--- src/rtl/multicycle_ctrl_pkg.sv ---
// Shared opcodes, ALU op encodings and controller state names.
// Used by the multi-cycle control FSM and the instruction-class decoder.
package multicycle_ctrl_pkg;

   localparam logic [6:0] OP_R  = 7'h33;
   localparam logic [6:0] OP_I  = 7'h13;
   localparam logic [6:0] OP_LW = 7'h03;
   localparam logic [6:0] OP_SW = 7'h23;
   localparam logic [6:0] OP_SB = 7'h63;
   localparam logic [6:0] OP_UJ = 7'h6F;

   localparam logic [2:0] ALU_ADD = 3'b010;
   localparam logic [2:0] ALU_SUB = 3'b110;
   localparam logic [2:0] ALU_SLT = 3'b011;
   localparam logic [2:0] ALU_AND = 3'b000;
   localparam logic [2:0] ALU_OR  = 3'b001;

   typedef enum logic [2:0] {
      BOOT,
      FETCH,
      DECODE,
      EXEC,
      MEM,
      WB,
      HALT
   } state_t;

endpackage

--- src/rtl/multicycle_ctrl_ins_class_dec.sv ---
// Instruction-class decoder: combinational, zero latency, no flow control.
// Classifies the latched instruction and picks the ALU op (add unless R-type or branch).
module ins_class_dec
   import multicycle_ctrl_pkg::*;
(
   input  logic [31:0] ir,
   output logic        isRtype,
   output logic        isItype,
   output logic        isLw,
   output logic        isStype,
   output logic        isbranch_c,
   output logic        isjump_c,
   output logic        illegal_c,
   output logic [2:0]  alu_op
);

   logic [6:0] opcode;
   logic [2:0] funct3;
   logic [6:0] funct7;
   logic       r_ok;
   logic       unused_fields;

   assign opcode = ir[6:0];
   assign funct3 = ir[14:12];
   assign funct7 = ir[31:25];
   assign unused_fields = ^{ir[24:15], ir[11:7]};

   assign isRtype    = (opcode == OP_R);
   assign isItype    = (opcode == OP_I);
   assign isLw       = (opcode == OP_LW);
   assign isStype    = (opcode == OP_SW);
   assign isbranch_c = (opcode == OP_SB);
   assign isjump_c   = (opcode == OP_UJ);

   always_comb begin
      r_ok   = 1'b1;
      alu_op = ALU_ADD;
      if (isRtype) begin
         case ({funct7, funct3})
            {7'h00, 3'd0}: alu_op = ALU_ADD;
            {7'h20, 3'd0}: alu_op = ALU_SUB;
            {7'h00, 3'd2}: alu_op = ALU_SLT;
            {7'h00, 3'd7}: alu_op = ALU_AND;
            {7'h00, 3'd6}: alu_op = ALU_OR;
            default:       r_ok   = 1'b0;
         endcase
      end else if (isbranch_c) begin
         alu_op = ALU_SUB;
      end
   end

   // Unknown opcodes and R-type functs outside the supported set both count as illegal.
   assign illegal_c = ~(isRtype | isItype | isLw | isStype | isbranch_c | isjump_c)
                    | (isRtype & ~r_ok);

endmodule

--- src/rtl/multicycle_ctrl.sv ---
// Multi-cycle control FSM: 3-5 cycles per instruction, Moore outputs from state + IR.
// No backpressure: the datapath is assumed to complete every step in one cycle.
module multicycle_ctrl
   import multicycle_ctrl_pkg::*;
#(
   parameter logic [31:0] ENTRY     = 32'h28,
   parameter int          RUN_COUNT = 43,
   parameter int          CNT_W     = 16
) (
   input  logic             clk,
   input  logic             reset,
   input  logic [31:0]      ins,
   input  logic             zero,
   output logic             IRWrite,
   output logic             PCWrite,
   output logic             RegWrite,
   output logic             ALUSrc,
   output logic [2:0]       op,
   output logic             MemRead,
   output logic             MemWrite,
   output logic             Mem2Reg,
   output logic             INT,
   output logic [31:0]      entryPoint,
   output logic             isbranch,
   output logic             isjump,
   output logic             illegal,
   output logic [CNT_W-1:0] retired,
   output logic             done
);

   localparam logic [CNT_W-1:0] RUN_LIM = CNT_W'(RUN_COUNT);

   state_t      state;
   state_t      seq_nxt;
   state_t      state_nxt;
   logic [31:0] ir;
   logic        isRtype;
   logic        isItype;
   logic        isLw;
   logic        isStype;
   logic        isbranch_c;
   logic        isjump_c;
   logic        illegal_c;
   logic [2:0]  alu_op;
   logic        count_pulse;
   logic        at_max;
   logic        halt_hit;
   logic        unused_zero;

   // The branch decision on zero is made by yPC, not here.
   assign unused_zero = zero;
   assign entryPoint  = ENTRY;

   ins_class_dec u_dec (
      .ir         (ir),
      .isRtype    (isRtype),
      .isItype    (isItype),
      .isLw       (isLw),
      .isStype    (isStype),
      .isbranch_c (isbranch_c),
      .isjump_c   (isjump_c),
      .illegal_c  (illegal_c),
      .alu_op     (alu_op)
   );

   always_ff @(posedge clk) begin
      if (reset) begin
         state   <= BOOT;
         ir      <= '0;
         retired <= '0;
         illegal <= 1'b0;
      end else begin
         state <= state_nxt;
         if (state == FETCH) begin
            ir <= ins;
         end
         if (state == EXEC && illegal_c) begin
            illegal <= 1'b1;
         end
         if (count_pulse && !at_max) begin
            retired <= retired + CNT_W'(1);
         end
      end
   end

   always_comb begin
      seq_nxt  = state;
      IRWrite  = 1'b0;
      PCWrite  = 1'b0;
      RegWrite = 1'b0;
      ALUSrc   = 1'b1;
      op       = ALU_ADD;
      MemRead  = 1'b0;
      MemWrite = 1'b0;
      Mem2Reg  = 1'b0;
      INT      = 1'b0;
      isbranch = 1'b0;
      isjump   = 1'b0;
      done     = 1'b0;
      case (state)
         BOOT: begin
            INT     = 1'b1;
            PCWrite = 1'b1;
            seq_nxt = FETCH;
         end
         FETCH: begin
            IRWrite = 1'b1;
            seq_nxt = DECODE;
         end
         DECODE: begin
            seq_nxt = EXEC;
         end
         EXEC: begin
            ALUSrc = ~(isRtype | isbranch_c);
            op     = alu_op;
            if (isRtype || isItype) begin
               seq_nxt = WB;
            end else if (isLw || isStype) begin
               seq_nxt = MEM;
            end else begin
               // Branch, jump and unknown opcodes all finish here.
               PCWrite  = 1'b1;
               isbranch = isbranch_c;
               isjump   = isjump_c;
               seq_nxt  = FETCH;
            end
         end
         MEM: begin
            op = alu_op;
            if (isLw) begin
               MemRead = 1'b1;
               seq_nxt = WB;
            end else begin
               MemWrite = 1'b1;
               PCWrite  = 1'b1;
               seq_nxt  = FETCH;
            end
         end
         WB: begin
            // ALU inputs stay steady so z is still valid while it is written back.
            ALUSrc   = ~isRtype;
            op       = alu_op;
            RegWrite = ~illegal_c;
            Mem2Reg  = isLw;
            PCWrite  = 1'b1;
            seq_nxt  = FETCH;
         end
         HALT: begin
            done    = 1'b1;
            seq_nxt = HALT;
         end
         default: begin
            seq_nxt = BOOT;
         end
      endcase
   end

   assign count_pulse = PCWrite && (state != BOOT);
   assign at_max      = &retired;
   assign halt_hit    = (RUN_COUNT != 0) && count_pulse && !at_max
                      && ((retired + CNT_W'(1)) == RUN_LIM);
   assign state_nxt   = halt_hit ? HALT : seq_nxt;

endmodule

--- config.mk ---
export PLATFORM = sky130hd
export DESIGN_NAME = multicycle_ctrl
export DESIGN_NICKNAME = d
export VERILOG_FILES = /design/src/rtl/multicycle_ctrl_pkg.sv /design/src/rtl/multicycle_ctrl_ins_class_dec.sv /design/src/rtl/multicycle_ctrl.sv
export SDC_FILE = /design/constraint.sdc
export NUM_CORES = 1
export LEC_CHECK = 0
export BUFFER_PORTS_ARGS = -buffer_cell sky130_fd_sc_hd__buf_2
export CORE_ASPECT_RATIO = 0.8
export CORE_MARGIN = 5
export CORE_UTILIZATION = 23
export DETAILED_ROUTE_END_ITERATION = 10
export HOLD_SLACK_MARGIN = 0.06
export PLACE_DENSITY_LB_ADDON = 0.25
export SETUP_SLACK_MARGIN = 0.5
export SLEW_MARGIN = 10
export SYNTH_ARGS = -nofsm -noshare
export SYNTH_HDL_FRONTEND = slang
export SYNTH_HIERARCHICAL = 1
export SYNTH_SLANG_ARGS = --single-unit
--- constraint.sdc ---
create_clock -name clk -period 2.8 [get_ports clk]
set_input_delay 0.14 -clock clk [delete_from_list [all_inputs] [get_ports clk]]
set_output_delay 0.14 -clock clk [all_outputs]
set_load 0.05 [all_outputs]
==> results.md <==
* Largest net degree at the start of global routing at 23
* Initial antenna violation count at 0
* Sequence of cells on the critical path: or3_4 -> or2_4 -> nor3_4 -> buf_6 -> nor3b_4 -> a211oi_4 -> buf_6 -> nor4_1 -> xnor2_1 -> nor2_1
* Final Util at 0.284
* Number of diodes at 0
* Number of global-route vias before repair at 2,031
* Buf/Inv on CP at 2
* WL per Instance at 12.4 um
* FF-to-FF setup slack at 0.49 ns
* Crit Path Category: register to register
* Achievable frequency at 433 MHz
* Die Y at 103 um
* Final hold vios at 0
* Gate Count Post-Synth at 329
* Max FO, Critical Path at 8
* Dpl hpwl at 4.80 mm
* Fin. max-slew vios at 0
* Pwr Density at 461 nW/um2
* Max IR drop VDD at 0.208 mV
* DRC viols at 0
* CP peak stage delay at 0.39 ns
* Kind of end point of the critical path: register
* Final period utilization at 0.826
* Tot GR Track Use at 0.0966
* Total power at 1.41 mW
* Core Region at 10,800 um2
* Commonest non-fill, non-tap cells in the layout: nand2_1, buf_2, dfxtp_1
* Hold WC Path Type: input port to register
* Hold-fix buffers, CTS at 0
* Layout cell share with drive strength beyond 1 at 0.276
* NumNets Final at 409
* 1st-pass router iterations at 4
* Final min period at 2.31 ns
* Final wirelength at 6.40 mm
* CP max stage cell: or3_4
* Via/cell ratio at 4.27
* Clock Tree Buf Depth at 2
* Final hold slack at 0.0920 ns
* Buffers added on ports at 49
* MaxCap Viol Count at 0
* WP data required at 2.97 ns
* First-pass GRT wire length at 10.2 mm
* Die Area at 13,000 um2
* Crit path max-delay family: simple AND/OR/NAND/NOR gates
* Setup_tns at 0 ns
* RSZ-0062 raised after global routing: yes
* Worst Tran Pin Value at 0.573 ns
* Ports at 98
* Slew headroom at 0.608
* CTS sink cnt at 37
* Fin Clk Skew at 0.00909 ns
* Total gr overflow at 0
* Post-Layout Cell Count at 517
* Most used cell, CP: buf_6
* Rows at 34
* Filler cells at 1,214
* Initial drt markers at 77
* GP Congestion at 0.797
* Antenna violation net count after detailed routing at 0
* CTS tree: built
* CTS root buf: clkbuf_16
* # setup viols final at 0
* Mapped Area at 2490 um2
* Most common cell after layout, fill and taps aside: nand2_1
* Placed cells at 504
* Die width at 126 um
* Cts bufs inserted at 5
* Htree depth at 2
* Clk slew on worst S/H paths at 0.06 ns
* Yosys warning total at 6
* Layout area overhead at 22.4%
* Status: finished clean
* Initial core utilization at 0.232
* CP arrival at 2.48 ns
* Via Count at 2,209
* Clk_lat worst skew at 0.28 ns
* CP Launch Type: register
* Leakage Power at 1.18 nW
* Mapped Avg Cell Area at 7.58 um2
[metal layers]
| metal | track usage | vias to the layer above | wire (um) |
|---|---|---|---|
| li1 | - | 1145 | - |
| met1 | 0.130 | 1014 | 3120 |
| met2 | 0.156 | 46 | 2940 |
| met3 | 0.0238 | 4 | 274 |
| met4 | 0.0247 | 0 | 72 |
| met5 | 0 | - | 0 |
[sequential cells by signal, summed over array words and instances, names as in the netlist]
register / cells
ir: 17
retired: 16
state: 3
illegal: 1
[power breakdown]
| part | internal [mW] | switching (mW) |
|---|---|---|
| clock | 0.326 | 0.224 |
| sequential | 0.549 | 0.0301 |
| combinational | 0.0709 | 0.206 |
| total | 0.947 | 0.460 |
[final cells by class]
cell class	count	area, um2	area share
clock buffers	5	125	0.0410
multi-input cells	256	1560	0.512
flip-flops and latches	37	743	0.243
inverters	10	41.3	0.0135
well taps	144	180	0.0590
repair buffers	62	382	0.125
clock inverters	3	17.5	0.00574
[final timing paths]
check / endpoint / depth (start not counted) / startpoint
worst min register to register: ir[27] / 2 / ir[27]
worst max-delay path: retired[8] / 10 / ir[6]
worst max register to register: retired[8] / 10 / ir[6]
worst min-delay path: ir[6] / 3 / ins[6]
[per-stage QoR]
step / worst slack [ns] / cell area [um2]
floorplan: 0.507 / 2640
global placement: 0.441 / 2760
detailed placement: 0.434 / 2760
CTS: 0.482 / 2970
global route: 0.364 / 3050
finish: 0.488 / 3050
[timing repair]
| action | CTS | global route |
|---|---|---|
| pin swaps | 4 | 9 |
| cloned | 0 | 0 |
| endpoints found under the hold margin | 0 | 0 |
| setup buffers | 4 | 1 |
| resized for setup | 10 | 19 |
| endpoints found under the setup margin | 23 | 25 |
[worst min-delay path, stage by stage]
cell	delay, ns
buf_2	0.10
nand2_1	0.05
a21oi_1	0.05
(Power assumes the default switching activity.)
